<file path="src/rtl/diff_maccum_accumulator_pkg.sv">
// Shared encodings for the synapse weight-row stream and its consumers.
// Frame ctrl codes, spike tag codes, FSM states and the tag-width helper.
package diff_maccum_accumulator_pkg;

   localparam logic [1:0] CTRL_MID = 2'b00;
   localparam logic [1:0] CTRL_SOF = 2'b01;
   localparam logic [1:0] CTRL_EOF = 2'b10;
   localparam logic [1:0] CTRL_ONE = 2'b11;

   localparam logic [1:0] TAG_ADD = 2'b10;
   localparam logic [1:0] TAG_SUB = 2'b01;

   typedef enum logic {
      ST_ACC,
      ST_OUT
   } state_t;

   typedef enum logic [1:0] {
      OP_HOLD,
      OP_ADD,
      OP_SUB
   } lane_op_t;

   // "rc" streams carry a differential 2-bit tag, others a 1-bit enable
   function automatic int tag_width(input string kind);
      return (kind == "rc") ? 2 : 1;
   endfunction

endpackage

</file>
<file path="src/rtl/diff_maccum_accumulator_if.sv">
// Weight-row input stream and result output stream of the accumulator.
// master drives beats and result-ready; slave is the accumulator side.
interface diff_maccum_accumulator_if #(
   parameter int NB = 4,
   parameter int WD = 4,
   parameter int AW = 12,
   parameter int TW = 2
) ();

   logic                   iValid_AM;
   logic                   oReady_AM;
   logic [2+TW+NB*WD-1:0]  iData_AM;
   logic                   oValid_BM;
   logic                   iReady_BM;
   logic [NB*AW-1:0]       oData_BM;

   modport master (
      output iValid_AM,
      output iData_AM,
      output iReady_BM,
      input  oReady_AM,
      input  oValid_BM,
      input  oData_BM
   );

   modport slave (
      input  iValid_AM,
      input  iData_AM,
      input  iReady_BM,
      output oReady_AM,
      output oValid_BM,
      output oData_BM
   );

endinterface

</file>
<file path="src/rtl/dma_sat_lane.sv">
// One postsynaptic lane: AW-bit signed accumulator with optional clear,
// add/subtract of a sign-extended weight and saturation to the AW range.
module dma_sat_lane
   import diff_maccum_accumulator_pkg::*;
#(
   parameter int WD = 4,
   parameter int AW = 12
) (
   input  logic                 clk,
   input  logic                 rst,
   input  logic                 en,
   input  logic                 clr,
   input  lane_op_t             op,
   input  logic signed [WD-1:0] w,
   output logic signed [AW-1:0] acc
);

   logic signed [AW:0]   base;
   logic signed [AW:0]   wx;
   logic signed [AW:0]   sum;
   logic signed [AW-1:0] nxt;

   always_comb begin
      base = clr ? '0 : {acc[AW-1], acc};
      wx   = {{(AW+1-WD){w[WD-1]}}, w};
      unique case (op)
         OP_ADD:  sum = base + wx;
         OP_SUB:  sum = base - wx;
         default: sum = base;
      endcase
      // top two bits disagree only when the true sum left the AW range
      if (sum[AW] != sum[AW-1]) begin
         nxt = sum[AW] ? {1'b1, {(AW-1){1'b0}}}
                       : {1'b0, {(AW-1){1'b1}}};
      end else begin
         nxt = sum[AW-1:0];
      end
   end

   always_ff @(posedge clk) begin
      if (rst) begin
         acc <= '0;
      end else if (en) begin
         acc <= nxt;
      end
   end

endmodule

</file>
<file path="src/rtl/diff_maccum_accumulator.sv">
// Differential MAC over a weight-row stream: NB saturating lanes, one
// result beat per frame; the top holds the frame FSM and handshakes.
module diff_maccum_accumulator
   import diff_maccum_accumulator_pkg::*;
#(
   parameter int    NB   = 4,
   parameter int    WD   = 4,
   parameter int    AW   = 12,
   parameter string TYPE = "rc"
) (
   input  logic                      iCLK,
   input  logic                      iRST,
   diff_maccum_accumulator_if.slave  bus
);

   localparam int TW = tag_width(TYPE);
   localparam int DW = 2 + TW + NB*WD;

   state_t            st;
   state_t            st_nxt;
   logic              take;
   logic              clr;
   logic              last;
   logic [1:0]        ctrl;
   logic [TW-1:0]     tag;
   lane_op_t          op;
   logic signed [AW-1:0] acc [NB];

   assign ctrl = bus.iData_AM[DW-1 -: 2];
   assign tag  = bus.iData_AM[NB*WD +: TW];
   assign take = bus.iValid_AM & bus.oReady_AM;
   assign clr  = (ctrl == CTRL_SOF) || (ctrl == CTRL_ONE);
   assign last = (ctrl == CTRL_EOF) || (ctrl == CTRL_ONE);

   generate
      if (TW == 2) begin : g_rc
         always_comb begin
            op = OP_HOLD;
            unique case (1'b1)
               (tag == TAG_ADD): op = OP_ADD;
               (tag == TAG_SUB): op = OP_SUB;
               default:          op = OP_HOLD;
            endcase
         end
      end else begin : g_bin
         always_comb begin
            op = tag[0] ? OP_ADD : OP_HOLD;
         end
      end
   endgenerate

   always_ff @(posedge iCLK) begin
      if (iRST) begin
         st <= ST_ACC;
      end else begin
         st <= st_nxt;
      end
   end

   always_comb begin
      st_nxt = st;
      unique case (st)
         ST_ACC: if (take && last) st_nxt = ST_OUT;
         ST_OUT: if (bus.iReady_BM) st_nxt = ST_ACC;
         default: st_nxt = ST_ACC;
      endcase
   end

   // lanes only update on accepted beats, so sums stay frozen in OUT
   always_comb begin
      bus.oReady_AM = (st == ST_ACC) && !iRST;
      bus.oValid_BM = (st == ST_OUT);
   end

   generate
      for (genvar i = 0; i < NB; i++) begin : g_lane
         dma_sat_lane #(
            .WD (WD),
            .AW (AW)
         ) u_lane (
            .clk (iCLK),
            .rst (iRST),
            .en  (take),
            .clr (clr),
            .op  (op),
            .w   (bus.iData_AM[i*WD +: WD]),
            .acc (acc[i])
         );
      end
   endgenerate

   always_comb begin
      bus.oData_BM = '0;
      for (int i = 0; i < NB; i++) begin
         bus.oData_BM[i*AW +: AW] = acc[i];
      end
   end

endmodule

</file>
<file path="src/flat_wrapper.sv">
// flat-port wrapper written by rule: the top's interface ports become plain ports
module diff_maccum_accumulator_flat import diff_maccum_accumulator_pkg::*;
#(
   parameter int    NB   = 4,
   parameter int    WD   = 4,
   parameter int    AW   = 12,
   parameter string TYPE = "  "
)
  (iCLK, iRST, bus_iValid_AM, bus_iData_AM, bus_iReady_BM, bus_oReady_AM, bus_oValid_BM, bus_oData_BM);
  diff_maccum_accumulator_if #(.NB(NB), .WD(WD), .AW(AW), .TW(2)) bus_i ();
  input  logic iCLK;
  input  logic iRST;
  input wire logic [$bits(bus_i.iValid_AM)-1:0] bus_iValid_AM;
  input wire logic [$bits(bus_i.iData_AM)-1:0] bus_iData_AM;
  input wire logic [$bits(bus_i.iReady_BM)-1:0] bus_iReady_BM;
  output wire logic [$bits(bus_i.oReady_AM)-1:0] bus_oReady_AM;
  output wire logic [$bits(bus_i.oValid_BM)-1:0] bus_oValid_BM;
  output wire logic [$bits(bus_i.oData_BM)-1:0] bus_oData_BM;
  assign bus_i.iValid_AM = bus_iValid_AM;
  assign bus_i.iData_AM = bus_iData_AM;
  assign bus_i.iReady_BM = bus_iReady_BM;
  assign bus_oReady_AM = bus_i.oReady_AM;
  assign bus_oValid_BM = bus_i.oValid_BM;
  assign bus_oData_BM = bus_i.oData_BM;
  diff_maccum_accumulator #(.NB(NB), .WD(WD), .AW(AW), .TYPE(TYPE)) u_core (.iCLK(iCLK), .iRST(iRST), .bus(bus_i));
endmodule
</file>
<file path="config.mk">
export PLATFORM = sky130hd
export DESIGN_NAME = diff_maccum_accumulator_flat
export DESIGN_NICKNAME = d
export VERILOG_FILES = /design/src/rtl/diff_maccum_accumulator_pkg.sv /design/src/rtl/diff_maccum_accumulator_if.sv /design/src/rtl/dma_sat_lane.sv /design/src/rtl/diff_maccum_accumulator.sv /design/src/flat_wrapper.sv
export SDC_FILE = /design/constraint.sdc
export NUM_CORES = 1
export LEC_CHECK = 0
export CAP_MARGIN = 0
export CELL_PAD_IN_SITES_DETAIL_PLACEMENT = 0
export CELL_PAD_IN_SITES_GLOBAL_PLACEMENT = 2
export CORE_MARGIN = 3
export CORE_UTILIZATION = 35
export CTS_CLUSTER_SIZE = 14
export DETAILED_ROUTE_END_ITERATION = 16
export GPL_TIMING_DRIVEN = 0
export PLACE_DENSITY_LB_ADDON = 0.1
export SLEW_MARGIN = 20
export SYNTH_ARGS = -nofsm -noshare
export SYNTH_HDL_FRONTEND = slang
export SYNTH_SLANG_ARGS = --single-unit
</file>
<file path="constraint.sdc">
create_clock -name iCLK -period 8.94 [get_ports iCLK]
set_input_delay 1.788 -clock iCLK [delete_from_list [all_inputs] [get_ports iCLK]]
set_output_delay 1.788 -clock iCLK [all_outputs]
set_load 0.02 [all_outputs]
</file>
# Yosys cells after proc, flatten, opt, wreduce, memory -nomap -nowiden
# Cells that the tools add are included.
[totals]
ff_bits = 49
input_bits = 24
output_inout_bits = 50
elab_cells = 49
[op_classes]
addsub = 8
eq_ne = 9
mux = 20
bitwise_logic = 2
reduce_logical = 5
[ops]
columns = ["operator", "count"]
rows = [
  ["case mux 13 bit (2 select lines)", 4],
  ["two-way mux 12 bit", 8],
  ["adder 13 x 4 -> 13 bit", 4],
  ["two-way mux 13 bit", 4],
  ["subtractor 13 x 4 -> 13 bit", 4],
  ["== test 2 bit, second input constant", 3],
  ["== test 2 x 1 -> 1 bit, second input constant", 2],
  ["!= test 1 bit", 4],
  ["two-way mux 1 bit", 3],
  ["logical AND 1 bit", 2],
  ["logical OR 1 bit", 2],
  ["case mux 1 bit (2 select lines)", 1],
  ["bitwise AND 1 bit", 1],
  ["zero test 1 bit", 1],
  ["inverter 1 bit", 1],
]

# Logic depth before layout (Yosys ltp)
# Gate-level depths: netlist of run 1.
[logic_depth]
depth_word = 7
mapped_depth = 14
ltp_nobuf = 11

# Hierarchy
# A second synthesis of run 1 with hierarchy kept.
[hier_totals]
hier_cells = 843
hier_area_um2 = 6657.6
[by_module_without_submodules]
columns = ["mod", "n_inst", "cells_per_inst", "area_each_um2", "seq_area_each_um2"]
rows = [
  ["dma_sat_lane (u_core.g_lane[1].u_lane ...)", 3, 217, 1690.4, 240.2],
  ["dma_sat_lane (u_core.g_lane[0].u_lane)", 1, 185, 1525.2, 240.2],
  ["diff_maccum_accumulator", 1, 7, 61.3, 20.0],
]

# Worst setup path after synthesis of run 1
# No wires, ideal clock.
[synth_path]
path_type = "input port to flip-flop"
from = "in bus_iData_AM[17]"
to = "reg u_core.g_lane[1].u_lane.acc[1]"
t_arrival_ns = 4.584
path_slack_ns = 4.271
path_stages = 11
n_path_buf = 2
cell_sequence = "clkbuf_1 clkbuf_1 nor2b_1 ha_1 and2_4 a221o_1 a21o_1 a221oi_2 mux2_4 maj3_1 a211oi_1"
[synth_via]
elab_chain_cells = 7
word_cells_on_any_way = 10
cone_classes = "add/sub: 2; eq/ne: 3; mux: 4; reduce/logical: 1"
[synth_rtl]
columns = ["element", "line_no", "source"]
rows = [
  ["from (decl)", "flat_wrapper.sv:14", "input wire logic [$bits(bus_i.iData_AM)-1:0] bus_iData_AM;"],
  ["== test 2 x 1 -> 1 bit or == test 2 bit (tied branches)", "diff_maccum_accumulator.sv:32", "assign clr = (ctrl == CTRL_SOF) || (ctrl == CTRL_ONE);"],
  ["logical OR 1 bit (*)", "diff_maccum_accumulator.sv:32", ""],
  ["two-way mux 13 bit (*)", "dma_sat_lane.sv:24", "base = clr ? '0 : {acc[AW-1], acc};"],
  ["subtractor 13 x 4 -> 13 bit or adder 13 x 4 -> 13 bit (tied branches)", "dma_sat_lane.sv:28, dma_sat_lane.sv:27", ""],
  ["case mux 13 bit (2 select lines) (*)", "dma_sat_lane.sv:26", "unique case (op)"],
  ["two-way mux 12 bit or != test 1 bit (tied branches)", "dma_sat_lane.sv:33, dma_sat_lane.sv:32", ""],
  ["two-way mux 12 bit (*)", "dma_sat_lane.sv:32", "if (sum[AW] != sum[AW-1]) begin"],
  ["to (signal assigned)", "dma_sat_lane.sv:44", "acc <= nxt;"],
  ["to (decl)", "dma_sat_lane.sv:15", "output logic signed [AW-1:0] acc"],
]
# Every way passes the cells marked *; elsewhere a longest branch is shown, timed or not.
# A chain may end at the register's enable or synchronous reset.

# Worst setup path after layout of run 1
[layout_path]
from = "in bus_iData_AM[17]"
to = "reg u_core.g_lane[0].u_lane.acc[4]"
[layout_via]
elab_chain_cells = 7
word_cells_on_any_way = 10
cone_classes = "add/sub: 2; eq/ne: 3; mux: 4; reduce/logical: 1"
[layout_rtl]
columns = ["element", "line_no"]
rows = [
  ["== test 2 x 1 -> 1 bit or == test 2 bit (tied branches)", "diff_maccum_accumulator.sv:32"],
  ["logical OR 1 bit (*)", "diff_maccum_accumulator.sv:32"],
  ["two-way mux 13 bit (*)", "dma_sat_lane.sv:24"],
  ["subtractor 13 x 4 -> 13 bit or adder 13 x 4 -> 13 bit (tied branches)", "dma_sat_lane.sv:28, dma_sat_lane.sv:27"],
  ["case mux 13 bit (2 select lines) (*)", "dma_sat_lane.sv:26"],
  ["two-way mux 12 bit or != test 1 bit (tied branches)", "dma_sat_lane.sv:33, dma_sat_lane.sv:32"],
  ["two-way mux 12 bit (*)", "dma_sat_lane.sv:32"],
  ["to (signal assigned)", "dma_sat_lane.sv:44"],
  ["to (decl)", "dma_sat_lane.sv:15"],
]
# Marks and branches as above.

==> flow_summary.yaml, run 1 <==
power_and_ir_drop:
  power.total_mw: 0.797
  peakVddDrop_v: 0.0000703
  p_leak_nw: 2.43
  power_density_nw_per_um2: 129
die:
  core_um2: 14000
  io-pin-count: 74
  rows: 43
  start_util_pct: 36.3
  die_h_um: 127
  chipWidth_um: 127
  die_area_um2: 16000
synth:
  synth_common_cells: "o21ai_0 (57), nor2b_1 (52), dfxtp_1 (49), ha_1 (48), a21oi_1 (46)"
  syn_nets: 722
  yosysMostFrequentCell: "o21ai_0"
  synth_seq_cells: 49
  ys_top_cells_by_area: "dfxtp_1 (19%), ha_1 (12%), nor2b_1 (6.4%)"
  yosysTopAreaCellShare_pct: 19.3
  avgSynthCellArea_um2: 7.88
  synth_edf_count: 0
  yosysTopAreaCell: "dfxtp_1"
  synth_cell_types: 78
  async_flop_share_pct: 0
  synth_flop_cell: "dfxtp_1"
  synth_cells: 646
  syn-cell-area_um2: 5090
  yosys_warnings: 0
  ys_seq_area_share_pct: 19.3
sta:
  max_freq_mhz: 166
  slew_violations: 0
  max_slew.worst_pin.slew_ns: 0.804
  rsz0062_at_grt: "no"
  finalSetupTns_ns: 0
  fin_crit_sh_pct: 67.5
  maxSlewHeadroom_pct: 46.4
  fin_crit_ns: 6.03
  skew_ns: 0.00742
  finalHoldViolCount: 0
  setup_viol: 0
  fin_ws_ns: 2.91
setup_path:
  crit_arrival_ns: 6.26
  cp-start-kind: "primary input"
  startpoint: "bus_iData_AM[17]"
  worstPathRequired_ns: 9.17
  crit_slowest_cell: "clkdlybuf4s50_1"
  crit_path_cell_trace: "clkdlybuf4s50_1, clkbuf_1, clkbuf_1, nand2b_1, inv_1, ha_1, a211oi_1, o21ai_0, a221oi_1, o21ba_2, o31ai_2, nand2_1, nand2_1"
  r2r-start: "u_core.g_lane[0].u_lane.acc[0]"
  cp-end-kind: "flip-flop"
  criticalPathCategory: "in -> reg"
  crit_path_max_incr_delay_ns: 0.62
  crit_fanout: 10
cells_and_area:
  final_nets: 800
  multi_input_area_um2: 3860
  fill_cells: 1446
  antennaDiodeCount: 0
  drive_gt1_share_pct: 4.55
  syn2layout_area_growth_pct: 21.1
  fin_cells: 905
  regArea_um2: 981
clocking:
  cts_tree: "built"
  clockBufferDepth: 2
  clock-sinks: 49
  htreeDepth: 2
  post-cts-setup-buffer-count: 0
  postCtsResizedCells: 0
  clk_latency_ns: 0.29
  ctsHoldBuffers: 0
  cts_buffers: 5
  clockRootBuffer: "clkbuf_16"
  cts.clk_slew.worst_paths_ns: 0.07
grt:
  grt_pass1_vias: 4993
  overflow: 0
  grt_max_degree: 15
  antenna_found_initial: 0
  grt_usage_pct: 20.5
  grt_pass1_wl_um: 27000
route:
  drt_first_pass_iters: 4
  routed_wirelength_um: 16700
  drtAntennaViolNets: 0
  vias_per_cell: 5.68
  drc_errors: 0
  route.vias.total: 5139
  drtIter0Drc: 283
  wire_per_inst_um: 18.4
placed_design:
  hpwlAfterDp_um: 12800
  io_buffers: 71
  dp.cells: 897
  place_ws_ns: 2.67
  place_congestion: 0.878
min_path:
  hold_path.class: "reg -> reg"
  min_from: "u_core.g_lane[0].u_lane.acc[0]"
run:
  drv_cap: 0
outcome:
  status: "finished clean"
## kinds of logic after synthesis
kind of cell             after synthesis  share of synthesized area, %
XOR/XNOR                              17                          2.92
flip-flops                            49                          19.3
multiplexers                          13                          2.75
AND/OR/NAND/NOR                      223                          23.9
AO/OA/AOI/OAI                        228                          30.4
adder cells (fa/ha/maj)               65                          15.9
buffers and inverters                 51                          4.86
## worst paths after layout
kind                                                        to  slack [ns]  cells past startpoint
worst min-delay path            u_core.g_lane[0].u_lane.acc[0]        0.49                      2
worst min register to register  u_core.g_lane[0].u_lane.acc[0]        0.49                      2
worst max-delay path            u_core.g_lane[0].u_lane.acc[4]        2.91                     13
worst max register to register  u_core.g_lane[0].u_lane.acc[4]        5.64                     11
## flip-flops by register name (all words and copies together) (netlist names)
register,count
u_core.g_lane.u_lane.acc,48
u_core.bus.oValid_BM,1
## area by class of cell
class | count | area share, %
inverter | 23 | 1.40
clock inverter | 2 | 0.162
buffer | 28 | 2.62
sequential | 49 | 15.9
tap | 180 | 3.65
multi-input combinational | 546 | 62.7
clock buffer | 6 | 2.09
timing repair buffer | 71 | 11.5
## cells in the final DEF, fill, tap and decap left out, drive strengths merged, types with 5 or more instances in the layout
cell / n
a22oi: 5
nor4: 5
a21o: 9
a32oi: 10
nand3: 17
a21oi: 48
and3: 7
inv: 21
or3: 5
ha: 48
mux2: 5
and2: 7
nor3: 17
o211ai: 5
nand3b: 12
dfxtp: 49
a31oi: 5
a32o: 8
maj3: 13
buf: 7
nor2: 35
xnor2: 14
nand2: 39
clkbuf: 26
a211oi: 16
o21ai: 62
a221oi: 7
nand2b: 17
a211o: 6
mux2i: 8
o21a: 15
nor2b: 52
clkdlybuf4s50: 71
## through the flow
stage               instance area [um^2]  utilization (%)  hold slack [ns]
global placement                    6030             42.9            0.476
CTS                                 6170             43.9            0.494
global route                        6170             43.9            0.507
detailed placement                  6030             42.9            0.473
floorplan                           5090                -            0.541
finish                              6170             43.9            0.489
## power by group
part / internal (mW) / switching, mW / leakage [nW]
Sequential: 0.241 / 0.0221 / 0.403
Combinational: 0.154 / 0.191 / 1.96
Clock: 0.103 / 0.0858 / 0.0706
Total: 0.498 / 0.299 / 2.43
## worst max-delay path, delay by kind of cell
family,cells,cell delay [ns]
simple gates,3,0.67
buf+inv,4,1.72
compound gates,5,1.80
fa+ha+maj,1,0.28
## metal layers
metal	GRT usage, %	up-vias	share of wire (%)
li1	-	2586	-
met1	28.9	2430	49
met2	33.7	107	46
met3	2.06	16	3.7
met4	4.79	0	1.5
met5	0	-	0
Note: power is estimated with default switching activity, not from simulation.
==> run 2: changes to the inputs <==
CORE_UTILIZATION = 30   (was 35)
clock period = 5.3 ns   (was 8.94 ns; I/O delays follow)
==> flow_summary.yaml, run 2 (same netlist as run 1, synthesis figures left out) <==
outcome:
  status: "finished clean"
grt:
  overflow: 0
  antenna_found_initial: 0
  grt_max_degree: 16
  grt_pass1_vias: 4958
  grt_usage_pct: 18.5
  grt_pass1_wl_um: 27500
setup_path:
  criticalPathCategory: "in -> reg"
  worstPathRequired_ns: 5.54
  crit_fanout: 10
  cp-end-kind: "flip-flop"
  crit_arrival_ns: 5.14
  cp-start-kind: "primary input"
sta:
  setup_viol: 0
  slew_violations: 0
  hold_ws_ns: 0.478
  maxSlewHeadroom_pct: 44.3
  skew_ns: 0.0125
  rsz0062_at_grt: "no"
  fin_crit_ns: 4.90
  fin_crit_sh_pct: 92.5
  finalHoldViolCount: 0
  max_freq_mhz: 204
  fin_ws_ns: 0.398
  max_slew.worst_pin.slew_ns: 0.835
power_and_ir_drop:
  seq_power_share_pct: 31.3
  switching_power_mw: 0.514
  internal-power_mw: 0.903
  p_leak_nw: 2.45
  clock_power_share_pct: 27.5
  swShare_pct: 36.3
  combPwrFrac_pct: 41.3
  power_density_nw_per_um2: 226
  peakVddDrop_v: 0.000119
clocking:
  cts.clk_slew.worst_paths_ns: 0.07
  clock-sinks: 49
  clockBufferDepth: 2
  cts_tree: "built"
  clk_latency_ns: 0.30
  clockRootBuffer: "clkbuf_16"
  htreeDepth: 2
  ctsHoldBuffers: 0
  cts_buffers: 5
route:
  drtIter0Drc: 263
  drtAntennaViolNets: 0
  vias_per_cell: 5.46
  routed_wirelength_um: 17400
  drc_errors: 0
  wire_per_inst_um: 18.4
  drt_first_pass_iters: 5
  route.vias.total: 5156
die:
  start_util_pct: 30.7
  rows: 47
  die_area_um2: 18600
  die_h_um: 136
  core_um2: 16600
  chipWidth_um: 136
  io-pin-count: 74
cells_and_area:
  syn2layout_area_growth_pct: 22.9
  final_cell_mix: "clkdlybuf4s50_1 (71), o21ai_0 (57), nor2b_1 (52)"
  final_nets: 800
  antennaDiodeCount: 0
  fill_cells: 1753
  drive_gt1_share_pct: 4.97
  largest_reg_flops: 48
  fin_util_pct: 37.7
  regMostFlops: "u_core.g_lane.u_lane.acc"
  layout_commonest_cell: "clkdlybuf4s50_1"
  fin_area_um2: 6260
min_path:
  hold_path.class: "reg -> reg"
placed_design:
  io_buffers: 71
  place_congestion: 0.833
  hpwlAfterDp_um: 13400
  dpl_cell_area_um2: 6080
  place_ws_ns: -0.419
run:
  drv_cap: 0
run 2: per-stage QoR:
| step | power, mW | setup TNS, ns | cells |
|---|---|---|---|
| floorplan | 0.827 | 0 | 646 |
| global placement | 1.03 | -2.98 | 937 |
| detailed placement | 1.03 | -3.86 | 937 |
| CTS | 1.43 | 0 | 945 |
| global route | 1.50 | 0 | 945 |
| finish | 1.42 | 0 | 945 |
run 2: worst paths after layout:
path                            slack, ns                              to  cells past startpoint                      startpoint
worst min-delay path                 0.48  u_core.g_lane[0].u_lane.acc[2]                      2  u_core.g_lane[0].u_lane.acc[2]
worst max-delay path                 0.40  u_core.g_lane[0].u_lane.acc[5]                     14                bus_iData_AM[17]
worst min register to register       0.48  u_core.g_lane[0].u_lane.acc[2]                      2  u_core.g_lane[0].u_lane.acc[2]
worst max register to register       2.04  u_core.g_lane[0].u_lane.acc[5]                     11  u_core.g_lane[0].u_lane.acc[0]
run 2: timing repair:
item                       in CTS  in global routing
setup buffers                   0                  0
pin swaps                       0                  0
setup endpoints to repair       6                  9
resized for setup               1                  2
run 2: power by group through the flow:
| stage | Sequential [mW] | Combinational (mW) | Clock [mW] |
|---|---|---|---|
| after detailed placement | 0.452 | 0.583 | 0 |
| after floorplan | 0.485 | 0.341 | 0 |
| after CTS | 0.443 | 0.587 | 0.396 |
| after global placement | 0.451 | 0.580 | 0 |
| final | 0.443 | 0.585 | 0.389 |
| after global routing | 0.448 | 0.642 | 0.408 |
run 2: final cells by class:
| type | instances | area, um^2 | area share [%] |
|---|---|---|---|
| tap | 220 | 275 | 4.40 |
| multi-input combinational | 546 | 3860 | 61.8 |
| timing repair buffer | 71 | 711 | 11.4 |
| sequential | 49 | 981 | 15.7 |
| clock buffer | 6 | 139 | 2.22 |
| inverter | 23 | 86.3 | 1.38 |
| clock inverter | 2 | 37.5 | 0.600 |
| buffer | 28 | 164 | 2.62 |
run 2: per-layer routing:
layer	vias up	track usage, %	wire, um
li1	2598	-	-
met1	2479	25.5	8600
met2	73	32.3	8310
met3	6	1.55	404
met4	0	2.52	104
met5	-	0	0
run 2: worst max-delay path: stages:
cell             delay [ns]
clkdlybuf4s50_1        0.56
clkbuf_2               0.31
clkbuf_1               0.31
nor2b_1                0.17
ha_1                   0.21
inv_1                  0.07
fa_1                   0.41
nand2b_1               0.19
a21oi_1                0.40
o32ai_1                0.25
or4b_1                 0.58
o31ai_2                0.20
nand2_1                0.29
nand2_1                0.12
==> run 3: changes to the inputs <==
CELL_PAD_IN_SITES_DETAIL_PLACEMENT = not set   (was 0)
CELL_PAD_IN_SITES_GLOBAL_PLACEMENT = not set   (was 2)
CORE_UTILIZATION = 40   (was 30)
PLACE_DENSITY_LB_ADDON = not set   (was 0.1)
SYNTH_HIERARCHICAL = 1   (was not set)
==> flow_summary.yaml, run 3 <==
clocking:
  clock-sinks: 49
  clockBufferDepth: 2
  cts.clk_slew.worst_paths_ns: 0.07
  cts_tree: "built"
  cts_buffers: 5
  post-cts-setup-buffer-count: 0
  ctsHoldBuffers: 0
  postCtsResizedCells: 0
  clockRootBuffer: "clkbuf_16"
  htreeDepth: 2
  clk_latency_ns: 0.30
route:
  route.vias.total: 6511
  drt_first_pass_iters: 5
  drtAntennaViolNets: 0
  wire_per_inst_um: 16.5
  drtIter0Drc: 451
  drc_errors: 0
  vias_per_cell: 5.71
  routed_wirelength_um: 18800
synth:
  ys_seq_area_share_pct: 14.7
  synth_seq_cells: 49
  synth_xor_area_share_pct: 7.31
  ys_top_cells_by_area: "dfxtp_1 (15%), ha_1 (12%), xnor2_1 (5.4%)"
  synth_edf_count: 0
  async_flop_share_pct: 0
  yosysMostFrequentCell: "a21oi_1"
  yosysTopAreaCell: "dfxtp_1"
  synth-simple-area-share_pct: 21.7
  synth_cells: 843
  avgSynthCellArea_um2: 7.90
  synthAdderAreaFrac_pct: 13.2
  synth_compound_area_share_pct: 33.2
  yosysTopAreaCellShare_pct: 14.7
  synth_cell_types: 83
  syn-cell-area_um2: 6660
  synth_top_family_by_area: "compound AO/OA/AOI/OAI gates"
  yosys_warnings: 6
  synthMuxAreaShare_pct: 3.97
  synth_flop_cell: "dfxtp_1"
  synth_common_cells: "a21oi_1 (67), ha_1 (64), nand2_1 (62), nor2_1 (58), nor2b_1 (50)"
sta:
  max_freq_mhz: 211
  finalHoldViolCount: 0
  finalSetupTns_ns: 0
  fin_ws_ns: 0.560
  fin_crit_sh_pct: 89.4
  setup_viol: 0
  max_slew.worst_pin.slew_ns: 1.02
  skew_ns: 0.00386
  rsz0062_at_grt: "no"
  maxSlewHeadroom_pct: 32.2
  fin_crit_ns: 4.74
  slew_violations: 0
power_and_ir_drop:
  p_leak_nw: 3.02
  power_density_nw_per_um2: 192
  peakVddDrop_v: 0.000135
  power.total_mw: 1.49
die:
  chipWidth_um: 135
  rows: 46
  die_h_um: 135
  start_util_pct: 41.5
  core_um2: 16100
  die_area_um2: 18200
  io-pin-count: 74
outcome:
  status: "finished clean"
grt:
  grt_pass1_vias: 6097
  grt_max_degree: 19
  grt_usage_pct: 20.6
  grt_pass1_wl_um: 31200
  antenna_found_initial: 0
  overflow: 0
setup_path:
  cp-end-kind: "flip-flop"
  criticalPathCategory: "in -> reg"
  crit_fanout: 18
  cp-start-kind: "primary input"
  crit_path_max_incr_delay_ns: 0.73
  crit_slowest_cell: "clkbuf_1"
  worstPathRequired_ns: 5.52
  crit_path_cell_trace: "clkbuf_1, buf_1, nand2b_1, ha_1, inv_1, fa_1, a211o_1, a21oi_2, nor3b_1, o21a_4, nor4_4, nor2_1, a311oi_2"
  crit_arrival_ns: 4.96
cells_and_area:
  final_nets: 1016
  syn2layout_area_growth_pct: 17.1
  antennaDiodeCount: 0
  drive_gt1_share_pct: 8.76
  fill_cells: 1610
  largest_reg_flops: 48
  fin_util_pct: 48.5
  fin_cells: 1141
  final_cell_mix: "clkdlybuf4s50_1 (71), a21oi_1 (67), ha_1 (64)"
  regMostFlops: "u_core/g_lane.u_lane/acc"
  layout_commonest_cell: "clkdlybuf4s50_1"
run:
  drv_cap: 0
placed_design:
  dp.cells: 1133
  place_ws_ns: 0.266
  place_congestion: 0.837
  io_buffers: 71
  hpwlAfterDp_um: 14800
min_path:
  hold_path.class: "reg -> reg"
[run 3: kinds of logic after synthesis]
kind of cell	Yosys count
xor gates and xnor gates	53
buffers and inverters	90
muxes	24
DFF	49
AOI/OAI and AO/OA	301
and+or+nand+nor	257
other	1
adders and majority gates	68
[run 3: cell type report]
| type | count | area (um^2) | share of cell area (%) |
|---|---|---|---|
| Multi-Input combinational cell | 707 | 5310 | 68.1 |
| Sequential cell | 49 | 981 | 12.6 |
| Timing Repair Buffer | 71 | 711 | 9.12 |
| Tap cell | 216 | 270 | 3.47 |
| Buffer | 42 | 200 | 2.57 |
| Inverter | 48 | 180 | 2.31 |
| Clock buffer | 6 | 129 | 1.65 |
| Clock inverter | 2 | 15.0 | 0.193 |
[run 3: routing by layer]
| layer | up-vias | track usage (%) | share of wire (%) |
|---|---|---|---|
| met4 | 0 | 3.02 | 0.55 |
| met5 | - | 0 | 0 |
| met3 | 10 | 2.72 | 4.0 |
| met2 | 145 | 33.8 | 45 |
| met1 | 3028 | 29.7 | 50 |
| li1 | 3328 | - | - |
[run 3: report_power, final]
group,switching (mW),total [mW],internal (mW)
sequential,0.0215,0.413,0.391
combinational,0.445,0.753,0.308
clock,0.152,0.327,0.176
[run 3: worst paths after layout]
check                                       from                              to  slack [ns]  depth (start not counted)
setup / recovery                bus_iData_AM[17]  u_core/g_lane[0].u_lane/acc[0]        0.56                         13
hold / removal    u_core/g_lane[1].u_lane/acc[0]  u_core/g_lane[1].u_lane/acc[0]        0.47                          2
setup reg to reg  u_core/g_lane[0].u_lane/acc[0]  u_core/g_lane[0].u_lane/acc[0]        2.34                         11
hold reg to reg   u_core/g_lane[1].u_lane/acc[0]  u_core/g_lane[1].u_lane/acc[0]        0.47                          2
[run 3: through the flow]
stage | cell area, um^2 | hold slack, ns
2_1_floorplan | 6670 | 0.531
3_3_place_gp | 7650 | 0.462
6_report | 7790 | 0.471
4_1_cts | 7790 | 0.477
5_1_grt | 7790 | 0.494
3_5_place_dp | 7650 | 0.462
[run 3: worst max-delay path, delay by kind of cell]
kind,cells,cell delay (ns)
and+or+nand+nor,4,0.93
adders and majority gates,2,0.60
buffers and inverters,3,1.29
AOI/OAI and AO/OA,4,1.05
